===== src/rtl/hazard_scheduler_if.sv =====
// Pipeline hazard bundle between the stage datapath and the hazard scheduler.
// The datapath (master) supplies stage register fields; the scheduler (slave) returns control.
interface hazard_scheduler_if;
  logic [4:0] rsD, rtD;
  logic       branchD, pcSrcD, mdUseD;
  logic [4:0] rsE, rtE, writeRegE;
  logic       regWriteE, memToRegE, mdStartE;
  logic [4:0] writeRegM;
  logic       regWriteM, memToRegM, memReqM, memAckM;
  logic [4:0] writeRegW;
  logic       regWriteW;
  logic       stallF, stallD, stallE, stallM;
  logic       flushD, clearE;
  logic [1:0] forwardAE, forwardBE;
  logic       forwardAD, forwardBD;
  logic       mdBusy, memErr;

  modport master (
    output rsD, rtD, branchD, pcSrcD, mdUseD,
    output rsE, rtE, writeRegE, regWriteE, memToRegE, mdStartE,
    output writeRegM, regWriteM, memToRegM, memReqM, memAckM,
    output writeRegW, regWriteW,
    input  stallF, stallD, stallE, stallM, flushD, clearE,
    input  forwardAE, forwardBE, forwardAD, forwardBD, mdBusy, memErr
  );

  modport slave (
    input  rsD, rtD, branchD, pcSrcD, mdUseD,
    input  rsE, rtE, writeRegE, regWriteE, memToRegE, mdStartE,
    input  writeRegM, regWriteM, memToRegM, memReqM, memAckM,
    input  writeRegW, regWriteW,
    output stallF, stallD, stallE, stallM, flushD, clearE,
    output forwardAE, forwardBE, forwardAD, forwardBD, mdBusy, memErr
  );
endinterface


===== src/rtl/hazard_scheduler.sv =====
// Hazard/stall scheduler for the 5-stage pipeline: forwarding selects, load-use and branch
// stalls, a data-memory wait FSM with timeout, and a multi-cycle MUL/DIV occupancy counter.
module hazard_scheduler #(
  parameter int MEM_TIMEOUT = 255,
  parameter int MD_LATENCY  = 4
) (
  input logic          clk,
  input logic          reset,
  hazard_scheduler_if.slave hz
);

  localparam logic [7:0] TIMEOUT_L = MEM_TIMEOUT[7:0];
  localparam int         MW        = (MD_LATENCY > 1) ? $clog2(MD_LATENCY) : 1;
  localparam logic [MW-1:0] MD_LOAD = MW'(MD_LATENCY - 1);

  typedef enum logic {IDLE, WAIT} mem_state_t;

  function automatic logic match(input logic [4:0] x, input logic [4:0] y);
    return (x == y) && (x != 5'd0);
  endfunction

  mem_state_t    state_reg;
  logic [7:0]    tcnt_reg;
  logic          mem_err_reg;
  logic [MW-1:0] mcnt_reg;

  logic [1:0][4:0] src_e, src_d;
  logic [1:0][1:0] fwd_e;
  logic [1:0]      fwd_d;
  logic            lw_stall, br_stall, md_stall, data_stall, mem_stall, at_limit, md_busy;

  assign src_e[0] = hz.rsE;
  assign src_e[1] = hz.rtE;
  assign src_d[0] = hz.rsD;
  assign src_d[1] = hz.rtD;

  // Operand A and B share identical forwarding rules; M result wins over W result.
  generate
    for (genvar gi = 0; gi < 2; gi++) begin : g_fwd
      assign fwd_e[gi] = (hz.regWriteM && match(hz.writeRegM, src_e[gi])) ? 2'b10 :
                         (hz.regWriteW && match(hz.writeRegW, src_e[gi])) ? 2'b01 : 2'b00;
      assign fwd_d[gi] = hz.regWriteM && match(hz.writeRegM, src_d[gi]);
    end
  endgenerate

  assign lw_stall = hz.memToRegE && hz.regWriteE &&
                    (match(hz.writeRegE, hz.rsD) || match(hz.writeRegE, hz.rtD));
  assign br_stall = hz.branchD &&
                    ((hz.regWriteE && (match(hz.writeRegE, hz.rsD) || match(hz.writeRegE, hz.rtD))) ||
                     (hz.memToRegM && (match(hz.writeRegM, hz.rsD) || match(hz.writeRegM, hz.rtD))));
  assign md_busy    = (mcnt_reg != '0);
  assign md_stall   = md_busy && hz.mdUseD;
  assign data_stall = lw_stall || br_stall || md_stall;

  // The timeout cycle itself releases the pipeline; memErr follows one cycle later.
  assign at_limit  = (tcnt_reg == TIMEOUT_L);
  assign mem_stall = (state_reg == IDLE) ? (hz.memReqM && !hz.memAckM)
                                         : (!hz.memAckM && !at_limit);

  always_ff @(posedge clk) begin
    if (!reset) begin
      state_reg   <= IDLE;
      tcnt_reg    <= 8'd0;
      mem_err_reg <= 1'b0;
    end else begin
      mem_err_reg <= 1'b0;
      case (state_reg)
        IDLE: begin
          if (hz.memReqM && !hz.memAckM) begin
            state_reg <= WAIT;
            tcnt_reg  <= 8'd1;
          end
        end
        WAIT: begin
          if (hz.memAckM) begin
            state_reg <= IDLE;
          end else if (at_limit) begin
            state_reg   <= IDLE;
            tcnt_reg    <= 8'd0;
            mem_err_reg <= 1'b1;
          end else begin
            tcnt_reg <= tcnt_reg + 8'd1;
          end
        end
        default: state_reg <= IDLE;
      endcase
    end
  end

  // Counter keeps draining during memory stalls; a new start while busy is dropped.
  always_ff @(posedge clk) begin
    if (!reset) begin
      mcnt_reg <= '0;
    end else if (hz.mdStartE && !md_busy) begin
      mcnt_reg <= MD_LOAD;
    end else if (md_busy) begin
      mcnt_reg <= mcnt_reg - 1'b1;
    end
  end

  always_comb begin
    hz.stallF    = 1'b0;
    hz.stallD    = 1'b0;
    hz.stallE    = 1'b0;
    hz.stallM    = 1'b0;
    hz.clearE    = 1'b0;
    hz.flushD    = 1'b0;
    hz.forwardAE = 2'b00;
    hz.forwardBE = 2'b00;
    hz.forwardAD = 1'b0;
    hz.forwardBD = 1'b0;
    if (!reset) begin
      hz.clearE = 1'b1;
      hz.flushD = 1'b1;
    end else begin
      hz.forwardAE = fwd_e[0];
      hz.forwardBE = fwd_e[1];
      hz.forwardAD = fwd_d[0];
      hz.forwardBD = fwd_d[1];
      if (mem_stall) begin
        hz.stallF = 1'b1;
        hz.stallD = 1'b1;
        hz.stallE = 1'b1;
        hz.stallM = 1'b1;
      end else if (data_stall) begin
        hz.stallF = 1'b1;
        hz.stallD = 1'b1;
        hz.clearE = 1'b1;
      end else begin
        hz.flushD = hz.pcSrcD;
      end
    end
  end

  assign hz.mdBusy = md_busy;
  assign hz.memErr = mem_err_reg;

endmodule

===== src/flat_wrapper.sv =====
// flat-port wrapper written by rule: the top's interface ports become plain ports
module hazard_scheduler_flat 
#(
  parameter int MEM_TIMEOUT = 255,
  parameter int MD_LATENCY  = 4
)
  (clk, reset, hz_rsD, hz_rtD, hz_branchD, hz_pcSrcD, hz_mdUseD, hz_rsE, hz_rtE, hz_writeRegE, hz_regWriteE, hz_memToRegE, hz_mdStartE, hz_writeRegM, hz_regWriteM, hz_memToRegM, hz_memReqM, hz_memAckM, hz_writeRegW, hz_regWriteW, hz_stallF, hz_stallD, hz_stallE, hz_stallM, hz_flushD, hz_clearE, hz_forwardAE, hz_forwardBE, hz_forwardAD, hz_forwardBD, hz_mdBusy, hz_memErr);
  hazard_scheduler_if hz_i ();
  input logic clk;
  input logic reset;
  input wire logic [$bits(hz_i.rsD)-1:0] hz_rsD;
  input wire logic [$bits(hz_i.rtD)-1:0] hz_rtD;
  input wire logic [$bits(hz_i.branchD)-1:0] hz_branchD;
  input wire logic [$bits(hz_i.pcSrcD)-1:0] hz_pcSrcD;
  input wire logic [$bits(hz_i.mdUseD)-1:0] hz_mdUseD;
  input wire logic [$bits(hz_i.rsE)-1:0] hz_rsE;
  input wire logic [$bits(hz_i.rtE)-1:0] hz_rtE;
  input wire logic [$bits(hz_i.writeRegE)-1:0] hz_writeRegE;
  input wire logic [$bits(hz_i.regWriteE)-1:0] hz_regWriteE;
  input wire logic [$bits(hz_i.memToRegE)-1:0] hz_memToRegE;
  input wire logic [$bits(hz_i.mdStartE)-1:0] hz_mdStartE;
  input wire logic [$bits(hz_i.writeRegM)-1:0] hz_writeRegM;
  input wire logic [$bits(hz_i.regWriteM)-1:0] hz_regWriteM;
  input wire logic [$bits(hz_i.memToRegM)-1:0] hz_memToRegM;
  input wire logic [$bits(hz_i.memReqM)-1:0] hz_memReqM;
  input wire logic [$bits(hz_i.memAckM)-1:0] hz_memAckM;
  input wire logic [$bits(hz_i.writeRegW)-1:0] hz_writeRegW;
  input wire logic [$bits(hz_i.regWriteW)-1:0] hz_regWriteW;
  output wire logic [$bits(hz_i.stallF)-1:0] hz_stallF;
  output wire logic [$bits(hz_i.stallD)-1:0] hz_stallD;
  output wire logic [$bits(hz_i.stallE)-1:0] hz_stallE;
  output wire logic [$bits(hz_i.stallM)-1:0] hz_stallM;
  output wire logic [$bits(hz_i.flushD)-1:0] hz_flushD;
  output wire logic [$bits(hz_i.clearE)-1:0] hz_clearE;
  output wire logic [$bits(hz_i.forwardAE)-1:0] hz_forwardAE;
  output wire logic [$bits(hz_i.forwardBE)-1:0] hz_forwardBE;
  output wire logic [$bits(hz_i.forwardAD)-1:0] hz_forwardAD;
  output wire logic [$bits(hz_i.forwardBD)-1:0] hz_forwardBD;
  output wire logic [$bits(hz_i.mdBusy)-1:0] hz_mdBusy;
  output wire logic [$bits(hz_i.memErr)-1:0] hz_memErr;
  assign hz_i.rsD = hz_rsD;
  assign hz_i.rtD = hz_rtD;
  assign hz_i.branchD = hz_branchD;
  assign hz_i.pcSrcD = hz_pcSrcD;
  assign hz_i.mdUseD = hz_mdUseD;
  assign hz_i.rsE = hz_rsE;
  assign hz_i.rtE = hz_rtE;
  assign hz_i.writeRegE = hz_writeRegE;
  assign hz_i.regWriteE = hz_regWriteE;
  assign hz_i.memToRegE = hz_memToRegE;
  assign hz_i.mdStartE = hz_mdStartE;
  assign hz_i.writeRegM = hz_writeRegM;
  assign hz_i.regWriteM = hz_regWriteM;
  assign hz_i.memToRegM = hz_memToRegM;
  assign hz_i.memReqM = hz_memReqM;
  assign hz_i.memAckM = hz_memAckM;
  assign hz_i.writeRegW = hz_writeRegW;
  assign hz_i.regWriteW = hz_regWriteW;
  assign hz_stallF = hz_i.stallF;
  assign hz_stallD = hz_i.stallD;
  assign hz_stallE = hz_i.stallE;
  assign hz_stallM = hz_i.stallM;
  assign hz_flushD = hz_i.flushD;
  assign hz_clearE = hz_i.clearE;
  assign hz_forwardAE = hz_i.forwardAE;
  assign hz_forwardBE = hz_i.forwardBE;
  assign hz_forwardAD = hz_i.forwardAD;
  assign hz_forwardBD = hz_i.forwardBD;
  assign hz_mdBusy = hz_i.mdBusy;
  assign hz_memErr = hz_i.memErr;
  hazard_scheduler #(.MEM_TIMEOUT(MEM_TIMEOUT), .MD_LATENCY(MD_LATENCY)) u_core (.clk(clk), .reset(reset), .hz(hz_i));
endmodule

===== config.mk =====
export PLATFORM = sky130hd
export DESIGN_NAME = hazard_scheduler_flat
export DESIGN_NICKNAME = d
export VERILOG_FILES = /design/src/rtl/hazard_scheduler_if.sv /design/src/rtl/hazard_scheduler.sv /design/src/flat_wrapper.sv
export SDC_FILE = /design/constraint.sdc
export NUM_CORES = 1
export LEC_CHECK = 0
export ABC_AREA = 1
export ABC_CLOCK_PERIOD_IN_PS = 4130
export CAP_MARGIN = 0
export CELL_PAD_IN_SITES_DETAIL_PLACEMENT = 0
export CELL_PAD_IN_SITES_GLOBAL_PLACEMENT = 2
export CORE_MARGIN = 2
export CORE_UTILIZATION = 33
export DETAILED_ROUTE_END_ITERATION = 6
export DONT_BUFFER_PORTS = 1
export PLACE_DENSITY_LB_ADDON = 0.2
export SKIP_CTS_REPAIR_TIMING = 1
export SYNTH_ARGS = -nofsm -noshare
export SYNTH_HDL_FRONTEND = slang
export SYNTH_SLANG_ARGS = --single-unit

===== constraint.sdc =====
create_clock -name clk -period 4.13 [get_ports clk]
set_input_delay 0.826 -clock clk [delete_from_list [all_inputs] [get_ports clk]]
set_output_delay 0.826 -clock clk [all_outputs]
set_load 0.02 [all_outputs]

==> summary.md <==
## Cells and area
* **final design area excluding fillers** 1450 µm²
* **antenna diode instance count** 0
* **max FFs per register** 8
* **final net count** 277
* **fraction of final layout cells sized beyond drive strength 1** 0.0978
* **fillcell total** 479
* **sequential cell area** 240 µm²
* **footprint of the multi-input gates** 958 µm²
* **layout overhead on the synthesized area** 4.22%

## Pwr
* **power per standard cell area** 229 nW/µm²
* **power consumption** 0.332 mW
* **static power due to leakage** 0.678 nW
* **worst-case vdd ir drop** 0.0967 mV

## Worst setup path
* **worst setup path category** input pin to output pin
* **Reg2Reg Launch Point** u_core.tcnt_reg[0]
* **sort of element at the start of the critical path** input pin
* **maximum fanout count along the critical path** 6
* **CP Data Arrival Time** 1.87 ns
* **critical path data required time** 3.30 ns
* **capture instance of the worst register-to-register path** u_core.state_reg
* **cell type of the slowest stage on the worst timing path** sky130_fd_sc_hd__nand2_1
* **max incr delay on CP** 0.29 ns
* **FF-to-FF path depth** 6
* **cell breakdown of the critical path** inv_1 -> nand2_1 -> nand2_1 -> nand3_1 -> nor2_1 -> nand2_1 -> nand2_1 -> nand2_1 -> nand2_1 -> nand2_1 -> nand2_1 -> nand2_1 -> nand2_1
* **cell seen most often among critical-path stages** sky130_fd_sc_hd__nand2_1
* **R2R Setup Slk** 2.67 ns
* **endpoint type of the worst setup path** output pin

## STA
* **share of the cycle needed by the critical path after routing** 0.653
* **Max-Slew Margin vs Limit** 0.533
* **Finish-stage setup viols** 0
* **RSZ-0062 raised after global routing** false
* **final setup skew** 0.00281 ns
* **hold violation count in the final report** 0
* **minimum period implied by the final worst setup slack** 2.70 ns
* **achievable clock frequency** 371 MHz
* **transition time of the tightest slew-check pin** 0.695 ns
* **Final Max Slew Viols** 0
* **total negative slack for setup checks** 0 ns

## Floorplanning
* **Initial Utilization** 0.346
* **die area** 4760 µm²
* **floorplan die width** 69.0 µm
* **standard cell core area** 4030 µm²
* **Top-Level Pins** 62
* **Die H** 69.0 µm
* **total number of placement rows** 23

## Drt
* **Residual DRC** 0
* **Via Count** 1331
* **total wire length** 3.47 mm
* **via count normalized by instance count** 4.84
* **Wirelength per Cell** 12.6 µm
* **Antenna Nets Post-Route** 0
* **Pre-antenna DRT Iters** 4
* **number of DRC markers after the initial detailed-route iteration** 34

## Yosys
* **net count after synthesis** 278
* **YS warnings** 0
* **Distinct cells, synth** 32
* **most repeated cell in the gate-level netlist after synthesis** sky130_fd_sc_hd__nand2_1
* **most common library cells after synthesis** 57 x sky130_fd_sc_hd__nand2_1, 37 x sky130_fd_sc_hd__inv_1, 26 x sky130_fd_sc_hd__nor2_1
* **cell type with the highest aggregate area in the netlist** sky130_fd_sc_hd__dfxtp_1
* **top cells by area in the synthesized netlist** sky130_fd_sc_hd__dfxtp_1 17%, sky130_fd_sc_hd__nand2_1 15%, sky130_fd_sc_hd__inv_1 10%
* **mean instance size in the synthesized netlist** 6.11 µm²
* **number of synthesized register bits** 12
* **share of synthesized registers carrying an async set or reset** 0
* **Main synth FF type** sky130_fd_sc_hd__dfxtp_1
* **Seq/Total Area, Yosys** 0.172
* **number of cells produced by synthesis** 228
* **Syn Std Cell Area** 1390 µm²
* **Post-synth EDFFs** 0
* **portion of synthesized cell area occupied by the leading cell type** 0.172

## CTS
* **clk slew on worst S/H paths** 0.05 ns
* **clock tree from TritonCTS** built
* **clk root buf** sky130_fd_sc_hd__clkbuf_8
* **CTS sink cnt** 12
* **number of buffers on the longest clock path** 2
* **Worst-Skew Late Latency** 0.23 ns
* **total clock buffers created by CTS** 3
* **number of levels the H-tree was split into** 1

## Worst hold path
* **worst-case hold path end point** u_core.mcnt_reg[1]
* **hold path start** u_core.mcnt_reg[1]
* **Hold Path Depth** 2
* **type of the tightest min-delay check** register to register

## Placed design
* **routability congestion estimate** 0.735
* **I/O Buffers** 0
* **detailed placer's ending HPWL** 2.98 mm
* **Area after DPL** 1410 µm²

## Flow run
* **total of max-cap violations** 0

## GRT
* **overflow left after global routing** 0
* **number of antenna violations at the first check in global routing** 0
* **vias in the first global route** 1369
* **pin count of the biggest net entering global routing** 12
* **global-route total usage across every layer** 0.156
* **wire length of the first global-routing pass** 5.69 mm

## Status
* **result of the run** finished clean

kinds of logic (layout without fill, tap and decap cells):
group	after synthesis	in the layout	share of synthesized area
fa+ha+maj	2	2	0.0180
simple gates	115	115	0.386
xor+xnor	23	23	0.145
buf+inv	46	43	0.140
compound gates	30	30	0.139
flops	12	12	0.172
where the power goes:
| group | switching [mW] | internal, mW |
|---|---|---|
| combinational | 0.0656 | 0.0387 |
| sequential | 0.00270 | 0.122 |
| clock | 0.0391 | 0.0640 |
| total | 0.107 | 0.225 |
critical path: cells and delay by family:
family | cells | cell delay (ns)
buffers and inverters | 1 | 0.06
AND/OR/NAND/NOR | 12 | 0.99
worst max path at each step:
stage                    startpoint  slack (ns)         endpoint  depth (start not counted)
floorplan           hz_writeRegM[4]        1.37        hz_stallF                         14
global placement    hz_writeRegM[2]        1.40  hz_forwardBE[0]                          7
detailed placement  hz_writeRegM[3]        1.41        hz_stallF                         13
CTS                 hz_writeRegM[3]        1.41        hz_stallF                         13
global route        hz_writeRegM[3]        1.21        hz_stallD                         13
finish              hz_writeRegM[3]        1.43        hz_stallF                         13
layer usage:
layer | routed length (µm) | global-route usage | vias up
li1 | - | - | 710
met1 | 1400 | 0.168 | 586
met2 | 1820 | 0.303 | 31
met3 | 210 | 0.0341 | 4
met4 | 33 | 0.0392 | 0
met5 | 0 | 0 | -
layout by cell type (no fill, tap or decap), drive strengths merged:
master	synthesis	final
o21bai	1	1
a21oi	12	12
nor3	7	7
o22ai	1	1
xor2	15	15
nor2	31	31
ha	2	2
o2111ai	1	1
or2	2	2
nor3b	1	1
inv	40	40
nand4	4	4
o21ai	8	8
nand2	57	57
clkbuf	1	3
o221ai	1	1
xnor2	8	8
a211oi	5	5
nor4	2	2
a31oi	1	1
nand3	11	11
dfxtp	12	12
layout make-up:
class | count | area share
Tap cell | 50 | 0.0431
Clock buffer | 3 | 0.0284
Inverter | 40 | 0.103
Sequential cell | 12 | 0.165
Multi-Input combinational cell | 170 | 0.660
stage by stage:
stage / utilization / cells / setup WS [ns] / hold slack, ns
floorplan: - / 228 / 1.37 / 0.433
global placement: 0.350 / 272 / 1.40 / 0.443
detailed placement: 0.350 / 272 / 1.41 / 0.453
CTS: 0.361 / 275 / 1.41 / 0.460
global route: 0.361 / 275 / 1.21 / 0.513
finish: 0.361 / 275 / 1.43 / 0.462
Note: power is estimated with default switching activity, not from simulation.
